[src/rtl/colisor_pkg.sv]
// colisor_pkg: shared defaults, FSM states and grid helpers
// for the shot-resolution stage.
package colisor_pkg;

    localparam int GRID_DEF      = 9;
    localparam int MAX_SHIPS_DEF = 9;
    localparam int CW_DEF        = 4;

    typedef enum logic [1:0] {
        IDLE,
        LOOKUP,
        UPDATE,
        DONE
    } state_t;

    // Linear cell index of 1-based (x,y); only meaningful in range.
    function automatic int cell_idx(input int x, input int y,
                                    input int g);
        return (y - 1) * g + (x - 1);
    endfunction

    // 1 <= x,y <= g; coordinate 0 is the out-of-range sentinel.
    function automatic logic in_range(input int x, input int y,
                                      input int g);
        return (x >= 1) && (x <= g) && (y >= 1) && (y <= g);
    endfunction

endpackage

[src/rtl/board_bitmap.sv]
// board_bitmap: one player's ship/hit cell vectors.
// COLISOR_MISS_MAP_EN adds a miss vector.
module board_bitmap #(
    parameter int CELLS = 81,
    parameter int IW    = 7
) (
    input  logic          clk,
    input  logic          reset,
    input  logic          clear,
    input  logic [IW-1:0] rd_idx,
    output logic          rd_ship,
    output logic          rd_hit,
    input  logic [IW-1:0] set_idx,
    input  logic          set_ship,
    input  logic          set_hit
`ifdef COLISOR_MISS_MAP_EN
    ,
    output logic          rd_miss,
    input  logic          set_miss
`endif
);

    logic [CELLS-1:0] ship;
    logic [CELLS-1:0] hit;
    logic             rd_ok;

    assign rd_ok = int'(rd_idx) < CELLS;

    // Combinational read port, guarded against unused indices.
    assign rd_ship = rd_ok ? ship[rd_idx] : 1'b0;
    assign rd_hit  = rd_ok ? hit[rd_idx]  : 1'b0;

    // Ship and hit bits: async reset, sync clear, bit-set port.
    always_ff @(posedge clk or negedge reset) begin
        if (!reset) begin
            ship <= '0;
            hit  <= '0;
        end else if (clear) begin
            ship <= '0;
            hit  <= '0;
        end else begin
            if (set_ship)
                ship[set_idx] <= 1'b1;
            if (set_hit)
                hit[set_idx] <= 1'b1;
        end
    end

`ifdef COLISOR_MISS_MAP_EN
    logic [CELLS-1:0] miss;

    assign rd_miss = rd_ok ? miss[rd_idx] : 1'b0;

    // Miss bits share the clear/reset behaviour of the others.
    always_ff @(posedge clk or negedge reset) begin
        if (!reset)
            miss <= '0;
        else if (clear)
            miss <= '0;
        else if (set_miss)
            miss[set_idx] <= 1'b1;
    end
`endif

endmodule

[src/rtl/colisor_tiro.sv]
// colisor_tiro: resolves shots against two 9x9 ship maps.
// Optional COLISOR_MISS_MAP_EN keeps a miss map per player.
module colisor_tiro
    import colisor_pkg::*;
#(
    parameter int GRID      = GRID_DEF,
    parameter int MAX_SHIPS = MAX_SHIPS_DEF,
    parameter int CW        = CW_DEF
) (
    input  logic          clk,
    input  logic          reset,
    input  logic          clear,
    input  logic          place_we,
    input  logic          place_player,
    input  logic [CW-1:0] place_x,
    input  logic [CW-1:0] place_y,
    output logic          place_err,
    input  logic          shot_req,
    input  logic          shot_target,
    input  logic [CW-1:0] shot_x,
    input  logic [CW-1:0] shot_y,
    output logic          acertou_tiro,
    output logic          shot_repeat,
    output logic          shot_done,
    output logic [CW-1:0] qtd_P1,
    output logic [CW-1:0] qtd_P2
);

    localparam int CELLS = GRID * GRID;
    localparam int IW    = $clog2(CELLS);

    state_t        state, state_n;
    logic          req_prev, req_edge;
    logic          tgt;
    logic [CW-1:0] sx, sy;
    logic          l_rng, l_ship, l_hit;

    logic          capture, lookup, res_load, out_clr;
    logic          hit_now, rep_now;
    logic          place_do, place_rej, clear_do;

    logic          place_rng, shot_rng;
    logic [IW-1:0] place_idx, shot_idx;
    logic [IW-1:0] rd_idx, set_idx;
    logic          rd_p;
    logic          p1_ship, p1_hit, p2_ship, p2_hit;
    logic          sel_ship, sel_hit;
    logic          full;

`ifdef COLISOR_MISS_MAP_EN
    logic          l_miss, miss_now;
    logic          p1_miss, p2_miss, sel_miss;
`endif

    assign req_edge  = shot_req & ~req_prev;

    assign place_rng = in_range(int'(place_x), int'(place_y), GRID);
    assign shot_rng  = in_range(int'(sx), int'(sy), GRID);
    assign place_idx = IW'(cell_idx(int'(place_x),
                                    int'(place_y), GRID));
    assign shot_idx  = IW'(cell_idx(int'(sx), int'(sy), GRID));

    // Placement owns the board ports only while idle.
    assign rd_idx  = (state == IDLE) ? place_idx : shot_idx;
    assign set_idx = rd_idx;
    assign rd_p    = (state == IDLE) ? place_player : tgt;

    assign sel_ship = rd_p ? p2_ship : p1_ship;
    assign sel_hit  = rd_p ? p2_hit  : p1_hit;
`ifdef COLISOR_MISS_MAP_EN
    assign sel_miss = rd_p ? p2_miss : p1_miss;
`endif

    assign full = place_player ? (qtd_P2 == CW'(MAX_SHIPS))
                               : (qtd_P1 == CW'(MAX_SHIPS));

    board_bitmap #(.CELLS(CELLS), .IW(IW)) u_board_p1 (
        .clk      (clk),
        .reset    (reset),
        .clear    (clear_do),
        .rd_idx   (rd_idx),
        .rd_ship  (p1_ship),
        .rd_hit   (p1_hit),
        .set_idx  (set_idx),
        .set_ship (place_do & ~place_player),
        .set_hit  (hit_now & ~tgt)
`ifdef COLISOR_MISS_MAP_EN
        ,
        .rd_miss  (p1_miss),
        .set_miss (miss_now & ~tgt)
`endif
    );

    board_bitmap #(.CELLS(CELLS), .IW(IW)) u_board_p2 (
        .clk      (clk),
        .reset    (reset),
        .clear    (clear_do),
        .rd_idx   (rd_idx),
        .rd_ship  (p2_ship),
        .rd_hit   (p2_hit),
        .set_idx  (set_idx),
        .set_ship (place_do & place_player),
        .set_hit  (hit_now & tgt)
`ifdef COLISOR_MISS_MAP_EN
        ,
        .rd_miss  (p2_miss),
        .set_miss (miss_now & tgt)
`endif
    );

    // State register.
    always_ff @(posedge clk or negedge reset) begin
        if (!reset)
            state <= IDLE;
        else
            state <= state_n;
    end

    // Next state, shot decision and placement arbitration.
    always_comb begin
        state_n   = state;
        capture   = 1'b0;
        lookup    = 1'b0;
        res_load  = 1'b0;
        out_clr   = 1'b0;
        hit_now   = 1'b0;
        rep_now   = 1'b0;
        place_do  = 1'b0;
        place_rej = 1'b0;
        clear_do  = 1'b0;
`ifdef COLISOR_MISS_MAP_EN
        miss_now  = 1'b0;
`endif
        unique case (state)
            IDLE: begin
                clear_do = clear;
                if (req_edge) begin
                    capture = 1'b1;
                    state_n = LOOKUP;
                end
                if (place_we && !clear) begin
                    if (req_edge || !place_rng ||
                        sel_ship || full)
                        place_rej = 1'b1;
                    else
                        place_do = 1'b1;
                end
            end
            LOOKUP: begin
                lookup    = 1'b1;
                place_rej = place_we;
                state_n   = UPDATE;
            end
            UPDATE: begin
                res_load  = 1'b1;
                place_rej = place_we;
                state_n   = DONE;
                if (l_rng && l_ship && !l_hit)
                    hit_now = 1'b1;
                else if (l_rng && l_ship)
                    rep_now = 1'b1;
`ifdef COLISOR_MISS_MAP_EN
                else if (l_rng && l_miss)
                    rep_now = 1'b1;
                else if (l_rng)
                    miss_now = 1'b1;
`endif
            end
            DONE: begin
                place_rej = place_we;
                if (!shot_req) begin
                    out_clr = 1'b1;
                    state_n = IDLE;
                end
            end
        endcase
    end

    // Request edge history and captured shot coordinates.
    always_ff @(posedge clk or negedge reset) begin
        if (!reset) begin
            req_prev <= 1'b0;
            tgt      <= 1'b0;
            sx       <= '0;
            sy       <= '0;
        end else begin
            req_prev <= shot_req;
            if (capture) begin
                tgt <= shot_target;
                sx  <= shot_x;
                sy  <= shot_y;
            end
        end
    end

    // Board bits of the captured cell, latched in LOOKUP.
    always_ff @(posedge clk or negedge reset) begin
        if (!reset) begin
            l_rng  <= 1'b0;
            l_ship <= 1'b0;
            l_hit  <= 1'b0;
        end else if (lookup) begin
            l_rng  <= shot_rng;
            l_ship <= sel_ship;
            l_hit  <= sel_hit;
        end
    end

`ifdef COLISOR_MISS_MAP_EN
    // Miss bit of the captured cell, latched in LOOKUP.
    always_ff @(posedge clk or negedge reset) begin
        if (!reset)
            l_miss <= 1'b0;
        else if (lookup)
            l_miss <= sel_miss;
    end
`endif

    // Remaining-ship counters: grow on placement, shrink on hit.
    always_ff @(posedge clk or negedge reset) begin
        if (!reset) begin
            qtd_P1 <= '0;
            qtd_P2 <= '0;
        end else if (clear_do) begin
            qtd_P1 <= '0;
            qtd_P2 <= '0;
        end else begin
            if (place_do && !place_player)
                qtd_P1 <= qtd_P1 + 1'b1;
            if (place_do && place_player)
                qtd_P2 <= qtd_P2 + 1'b1;
            if (hit_now && !tgt && qtd_P1 != '0)
                qtd_P1 <= qtd_P1 - 1'b1;
            if (hit_now && tgt && qtd_P2 != '0)
                qtd_P2 <= qtd_P2 - 1'b1;
        end
    end

    // Result outputs held through DONE, placement error pulse.
    always_ff @(posedge clk or negedge reset) begin
        if (!reset) begin
            acertou_tiro <= 1'b0;
            shot_repeat  <= 1'b0;
            shot_done    <= 1'b0;
            place_err    <= 1'b0;
        end else begin
            place_err <= place_rej;
            if (res_load) begin
                acertou_tiro <= hit_now;
                shot_repeat  <= rep_now;
                shot_done    <= 1'b1;
            end else if (out_clr) begin
                acertou_tiro <= 1'b0;
                shot_repeat  <= 1'b0;
                shot_done    <= 1'b0;
            end
        end
    end

endmodule
[config.mk]
export PLATFORM = sky130hd
export DESIGN_NAME = colisor_tiro
export DESIGN_NICKNAME = d
export VERILOG_FILES = /design/src/rtl/colisor_pkg.sv /design/src/rtl/board_bitmap.sv /design/src/rtl/colisor_tiro.sv
export SDC_FILE = /design/constraint.sdc
export NUM_CORES = 1
export LEC_CHECK = 0
export CAP_MARGIN = 30
export CORE_MARGIN = 5
export CORE_UTILIZATION = 29
export DETAILED_ROUTE_END_ITERATION = 12
export GPL_TIMING_DRIVEN = 0
export PLACE_DENSITY = 0.41
export SYNTH_ARGS = -nofsm -noshare
export SYNTH_HDL_FRONTEND = slang
export SYNTH_SLANG_ARGS = --single-unit
[constraint.sdc]
create_clock -name clk -period 11.4 [get_ports clk]
set_input_delay 1.14 -clock clk [delete_from_list [all_inputs] [get_ports clk]]
set_output_delay 1.14 -clock clk [all_outputs]
set_load 0.01 [all_outputs]
# After elaboration in Yosys (flattened, before gate mapping)

Index checks and enable logic that the tools add are counted.
Widths: inputs -> output; s select.

Reduce and logical (&&, ||, !) cells: 36
Mux-type cells: 58
Eq/ne operators: 7
$lt $le $gt $ge: 11
Multipliers: 2
Add/subtract/negate cells: 10
Bitwise gates (word level): 12

Operators with widths:

| kind                | count |
|---|---|
| $mux 81             | 8 |
| $or 81x81->81       | 4 |
| $mux 1              | 34 |
| $bmux 1 s7          | 4 |
| $mux 4              | 6 |
| $sub 4x1->5 const B | 4 |
| $ge 4x1->1 const B  | 4 |
| $le 4x4->1 const B  | 4 |
| $logic_and 1x1->1   | 16 |
| $add 7x5->7         | 2 |
| $mul 5x5->7 const B | 2 |
| $reduce_bool 2->1   | 5 |
| $add 4x1->4 const B | 2 |
| $eq 4x4->1 const B  | 2 |
| $lt 7x8->1 const B  | 1 |
| $pmux 2 s4          | 1 |
| $reduce_bool 4->1   | 2 |
| $sub 4x1->4 const B | 2 |
| $demux 1 s7         | 1 |
| $ge 7x1->1 const B  | 1 |
| $lt 7x7->1 const B  | 1 |
| $mux 7              | 1 |
| $reduce_bool 3->1   | 2 |
| $and 1x1->1         | 5 |
| other kinds (11)    | 22 |

Logic and storage cells: 154
Output and inout bits: 12
Flip-flop bits (word level): 351
Input port bits: 23

# Logic depth before layout (Yosys ltp)

Gate-level depths: netlist (run 1).

Depth after elaboration: 17
Mapped depth: 21
Gate-level depth less buffers: 19

# By module

A second synthesis (run 1) with hierarchy kept.

Cells, all modules: 1,646
Area, all modules: 17,271.6 µm²

By module, submodules not included:

| module                    | area an instance (µm²) | times used | cells each | sequential area each (µm²) |
|---|---|---|---|---|
| board_bitmap (u_board_p1) | 7,320.8                | 1          | 690        | 4,053.9 |
| board_bitmap (u_board_p2) | 7,280.7                | 1          | 691        | 4,053.9 |
| colisor_tiro              | 2,670.1                | 1          | 265        | 675.6 |

# Worst setup path before layout (run 1)

OpenSTA, ideal clock, no wires.

Kind: in2reg
From: input place_y[0]
To: register qtd_P1[0]
Setup slack: 6.214 ns
Setup time: 0.081 ns
Cell stages on the path: 19
Required time: 11.319 ns
Buffers on the path: 1
Arrival time: 5.105 ns
Cell sequence: inv_1 ha_1 nor3b_1 ha_1 ha_1 inv_1 fa_1 inv_1 ha_1 a21o_1 a21oi_1 xnor3_1 mux2i_4 nor2_1 a221oi_2 nand4b_1 buf_4 and3_1 nor3_2

Word-level cells in the longest chain between the ends: 15
Elaborated cells on any way between the ends: 25
Classes of those cells: add/sub: 2; mul: 1; order compare: 3; mux: 11; reduce/logical: 8

Ends and longest elaborated chain:

| what                                   | RTL line            | RTL |
|---|---|---|
| from (decl)                            | colisor_tiro.sv:16  | `input logic [CW-1:0] place_y,` |
| $sub 4x1->5                            | colisor_pkg.sv:19   | `return (y - 1) * g + (x - 1);` |
| $mul 5x5->7                            | colisor_pkg.sv:19   |  |
| $add 7x5->7                            | colisor_pkg.sv:19   |  |
| $mux 7                                 | colisor_tiro.sv:64  | `assign rd_idx = (state == IDLE) ? place_idx : shot_idx;` |
| $bmux 1 s7                             | board_bitmap.sv:30  | `assign rd_ship = rd_ok ? ship[rd_idx] : 1'b0;` |
| $mux 1 (not written as such)           | board_bitmap.sv:30  |  |
| $mux 1                                 | board_bitmap.sv:30  |  |
| $mux 1                                 | colisor_tiro.sv:68  | `assign sel_ship = rd_p ? p2_ship : p1_ship;` |
| $logic_or 1x1->1 (*)                   | colisor_tiro.sv:142 | `if (req_edge \|\| !place_rng \|\|` |
| $logic_or 1x1->1 (*)                   | colisor_tiro.sv:143 | `sel_ship \|\| full)` |
| $mux 1 (*)                             | colisor_tiro.sv:142 |  |
| $mux 1 (*)                             | colisor_tiro.sv:141 | `if (place_we && !clear) begin` |
| $mux 1 (*)                             | colisor_tiro.sv:134 | `unique case (state)` |
| $logic_and 1x1->1 (*)                  | colisor_tiro.sv:228 | `if (place_do && !place_player)` |
| $reduce_bool 3->1 (no source line) (*) | --                  |  |
| to (signal assigned)                   | colisor_tiro.sv:229 | `qtd_P1 <= qtd_P1 + 1'b1;` |
| to (signal assigned)                   | colisor_tiro.sv:233 | `qtd_P1 <= qtd_P1 - 1'b1;` |
| to (decl)                              | colisor_tiro.sv:25  | `output logic [CW-1:0] qtd_P1,` |

Mark *: on every way between the ends. The rest lies on a longest branch, timed or not. The select of a mux whose other input is x is not followed.
A chain may end at the register's enable or synchronous reset.

# Final worst setup path (run 1)

From: input place_y[0]
To: register u_board_p2.ship[74]

Word-level cells in the longest chain between the ends: 15
Elaborated cells on any way between the ends: 33
Classes of those cells: add/sub: 2; mul: 1; order compare: 5; mux: 15; bitwise: 2; reduce/logical: 8

Ends and longest elaborated chain:

| what                               | RTL line            | RTL |
|---|---|---|
| $sub 4x1->5                        | colisor_pkg.sv:19   |  |
| $mul 5x5->7                        | colisor_pkg.sv:19   |  |
| $add 7x5->7                        | colisor_pkg.sv:19   |  |
| $mux 7                             | colisor_tiro.sv:64  |  |
| $bmux 1 s7                         | board_bitmap.sv:30  |  |
| $mux 1 (not written as such)       | board_bitmap.sv:30  |  |
| $mux 1                             | board_bitmap.sv:30  |  |
| $mux 1                             | colisor_tiro.sv:68  |  |
| $logic_or 1x1->1                   | colisor_tiro.sv:142 |  |
| $logic_or 1x1->1                   | colisor_tiro.sv:143 |  |
| $mux 1                             | colisor_tiro.sv:142 |  |
| $mux 1                             | colisor_tiro.sv:141 |  |
| $mux 1                             | colisor_tiro.sv:134 |  |
| $and 1x1->1                        | colisor_tiro.sv:102 | `.set_ship (place_do & place_player),` |
| $reduce_bool 2->1 (no source line) | --                  |  |
| to (signal assigned)               | board_bitmap.sv:36  | `ship <= '0;` |
| to (signal assigned)               | board_bitmap.sv:39  | `ship <= '0;` |
| to (signal, indexed assignment)    | board_bitmap.sv:43  | `ship[set_idx] <= 1'b1;` |
| to (decl)                          | board_bitmap.sv:23  | `logic [CELLS-1:0] ship;` |

Parallel ways exist; a longest one is shown, timed or not. The select of a mux whose other input is x is not followed.

==> impl_metrics.json, run 1 <==
{
  "status": "complete, no violations",
  "synth_top_cell_area_share_pct": 50.4,
  "async_reset_ff_share_pct": 100,
  "crit_path_end_kind": "register",
  "yosysTopAreaCell": "dfrtp_1",
  "tightest_slew_ns": 1.08,
  "synth_compound_area_share_pct": 20.9,
  "initial_utilization_pct": 29.4,
  "synth-simple-area-share_pct": 15.1,
  "die_h_um": 255,
  "ys.flop_type": "dfrtp_1",
  "setup_viol": 0,
  "gp_congestion": 0.879,
  "tns_ns": 0,
  "die_area_um2": 65100,
  "postCtsSetupBuffers": 0,
  "finClkSkew_ns": 0.0188,
  "grt_max_degree": 106,
  "worstSetupStartpoint": "place_y[0]",
  "wirelength_um": 71700,
  "dr.pass1.iters": 5,
  "die_w_um": 255,
  "place_hpwl_um": 49500,
  "r2r_cells": 16,
  "post-route-period-util_pct": 62.8,
  "cts_max_level": 2,
  "fin_nets": 2008,
  "path_class": "input port to register",
  "synth_xor_area_share_pct": 1.11,
  "vias": 15400,
  "rows": 89,
  "place_ws_ns": 3.71,
  "portBuffers": 34,
  "r2r_start": "sy[0]",
  "numCtsBuffers": 44,
  "synth_warnings": 0,
  "rrSetupSlack_ns": 4.91,
  "postSynthCellCount": 1827,
  "min_path_type": "input port to asynchronous set/reset pin",
  "synth.area.top_cells": "dfrtp_1 (50%), a21oi_1 (6.3%), nor2_1 (5.2%)",
  "cp_max_fo": 10,
  "grtUsageTotal_pct": 21.7,
  "ys_ff_latch": 351,
  "start_kind": "input port",
  "clk_latency_ns": 0.58,
  "grt_pass1_vias": 15200,
  "ctsResizeCount": 0,
  "synth_common_cells": "dfrtp_1 (351), nor2_1 (243), a21oi_1 (219)",
  "avgSynthCellArea_um2": 9.54,
  "antenna_found_initial": 2,
  "cts-root-buf": "clkbuf_16",
  "diodes": 0,
  "reg2reg_to": "u_board_p2.ship[74]",
  "synthesis.area_um2": 17400,
  "ys_seq_area_share_pct": 50.4,
  "fmax_mhz": 140,
  "ant_nets": 0,
  "vias_per_cell": 5.63,
  "cts_hold_buf": 0,
  "drc_errors": 0,
  "syn-num-nets": 1905,
  "grt-ovfl-total": 0,
  "grt_pass1_wl_um": 106000,
  "ys_types": 72,
  "hold_viol": 0,
  "cts.sinks": 351,
  "ios": 35,
  "drt-initial-drc-count": 1530,
  "clockBufferDepth": 3,
  "core_area_um2": 59200,
  "final_layout_size_suffix_gt1_share_pct": 8.66,
  "wl_per_cell_um": 26.2,
  "yosysMostFrequentCell": "dfrtp_1",
  "synth_edf_count": 0,
  "cts_tree": "built",
  "rsz0062_at_grt": "no",
  "synthMuxAreaShare_pct": 3.59,
  "critPathRequiredTime_ns": 11.87,
  "period_minus_slack_ns": 7.16,
  "drv_slew": 0,
  "path_clk_slew_ns": 0.06,
  "cap_violations": 0,
  "syn2layout_area_growth_pct": 17.8,
  "cp.arrival_ns": 7.63,
  "timing.slew.headroom_pct": 28.0,
  "fin_ws_ns": 4.24,
  "synth_top_family_by_area": "compound AO/OA/AOI/OAI gates",
  "synthAdderAreaFrac_pct": 4.29
}
## layout by cell type, fill, tap and decap left out, types with 17 or more instances in the layout
cell and n:
nand2_1 175, mux2i_1 24, clkdlybuf4s50_1 33, o21ai_0 46, dfrtp_1 351, nor3_1 45, a21oi_1 219, buf_2 33
o31ai_1 19, nor2_1 242, nand4_1 38, o21a_1 30, a32o_1 24, mux2_2 21, clkbuf_1 97, ha_1 47
clkbuf_16 46, nand3_1 24, o221ai_1 17, o22ai_1 59, a22o_1 44, inv_1 73
## routing by layer
metal | track usage, % | wire, um
met5 | 0 | 13
met4 | 6.71 | 2330
met3 | 4.14 | 4930
met2 | 33.7 | 32200
met1 | 30.8 | 32200
## flip-flops by register name (all words and copies together) (netlist names)
name / flops
acertou_tiro: 1
l_hit: 1
l_rng: 1
l_ship: 1
place_err: 1
qtd_P1: 4
qtd_P2: 4
req_prev: 1
shot_done: 1
shot_repeat: 1
state: 2
sx: 4
sy: 4
tgt: 1
u_board_p1.hit: 81
u_board_p1.ship: 81
u_board_p2.hit: 81
u_board_p2.ship: 81
## worst max-delay path, cell delays in order
cell and delay, ns:
clkdlybuf4s50_1 0.54, inv_1 0.11, ha_1 0.24, xor2_1 0.22
ha_1 0.28, ha_1 0.29, ha_1 0.41, mux2i_2 0.74
buf_2 0.49, buf_2 0.44, nand3_1 0.49, o2111ai_1 0.40
a32oi_1 0.17, a2bb2oi_1 0.37, buf_2 0.38, nand3b_1 0.54
o21ai_0 0.34
## how the worst max path moves through the flow
stage                          end  slack (ns)  cells past startpoint
6_report       u_board_p2.ship[74]        4.24                     17
5_1_grt         u_board_p2.ship[2]        3.89                     18
4_1_cts         u_board_p2.ship[2]        4.28                     18
3_5_place_dp    u_board_p2.ship[2]        3.71                     18
3_3_place_gp    u_board_p2.hit[17]       -7.52                      1
2_1_floorplan            qtd_P1[0]        6.21                     19
## area by class of cell
type / count / area, um^2
Timing Repair Buffer: 57 / 612
Inverter: 74 / 278
Sequential cell: 351 / 8780
Fill cell: 6145 / 38700
Clock buffer: 67 / 1320
Tap cell: 773 / 967
Clock inverter: 12 / 196
Buffer: 129 / 533
Multi-Input combinational cell: 1273 / 7860
## stage by stage
stage,util (%),instances,cell area (um^2),hold WS (ns)
after floorplan,-,1827,17400,0.445
after global placement,31.6,2634,18700,0.460
after detailed placement,32.1,2654,19000,0.467
after CTS,34.6,2733,20500,0.473
after global routing,34.7,2736,20500,0.500
final,34.7,2736,20500,0.480
## cells by family (layout without fill, tap and decap cells)
family                   after synthesis  after routing
flip-flops                           351            351
multiplexers                          53             53
AO/OA/AOI/OAI                        554            554
AND/OR/NAND/NOR                      592            592
buffers and inverters                203            339
XOR/XNOR                              19             19
adder cells (fa/ha/maj)               55             55
Power of run 1 is left out: the tool's default activity adds up to more than one toggle a clock period on the data nets, which glitch-free logic cannot reach.
==> run 2, diff against run 1 <==
==> constraint.sdc (replaced) <==
create_clock -name clk -period 7.08 [get_ports clk]
set_input_delay 0.708 -clock clk [delete_from_list [all_inputs] [get_ports clk]]
set_output_delay 0.708 -clock clk [all_outputs]
set_load 0.01 [all_outputs]
==> results of run 2 <==
The final DEF is identical to that of run 1. Status: complete, no violations.
Main changes from that run: setup slack after placement 3.71 ns -> -0.181 ns; setup slack after layout 4.24 ns -> 0.355 ns; hold slack 0.480 ns -> 0.0483 ns; register-to-register setup slack 4.91 ns -> 0.59 ns
Power of run 2 is left out for the same reason.
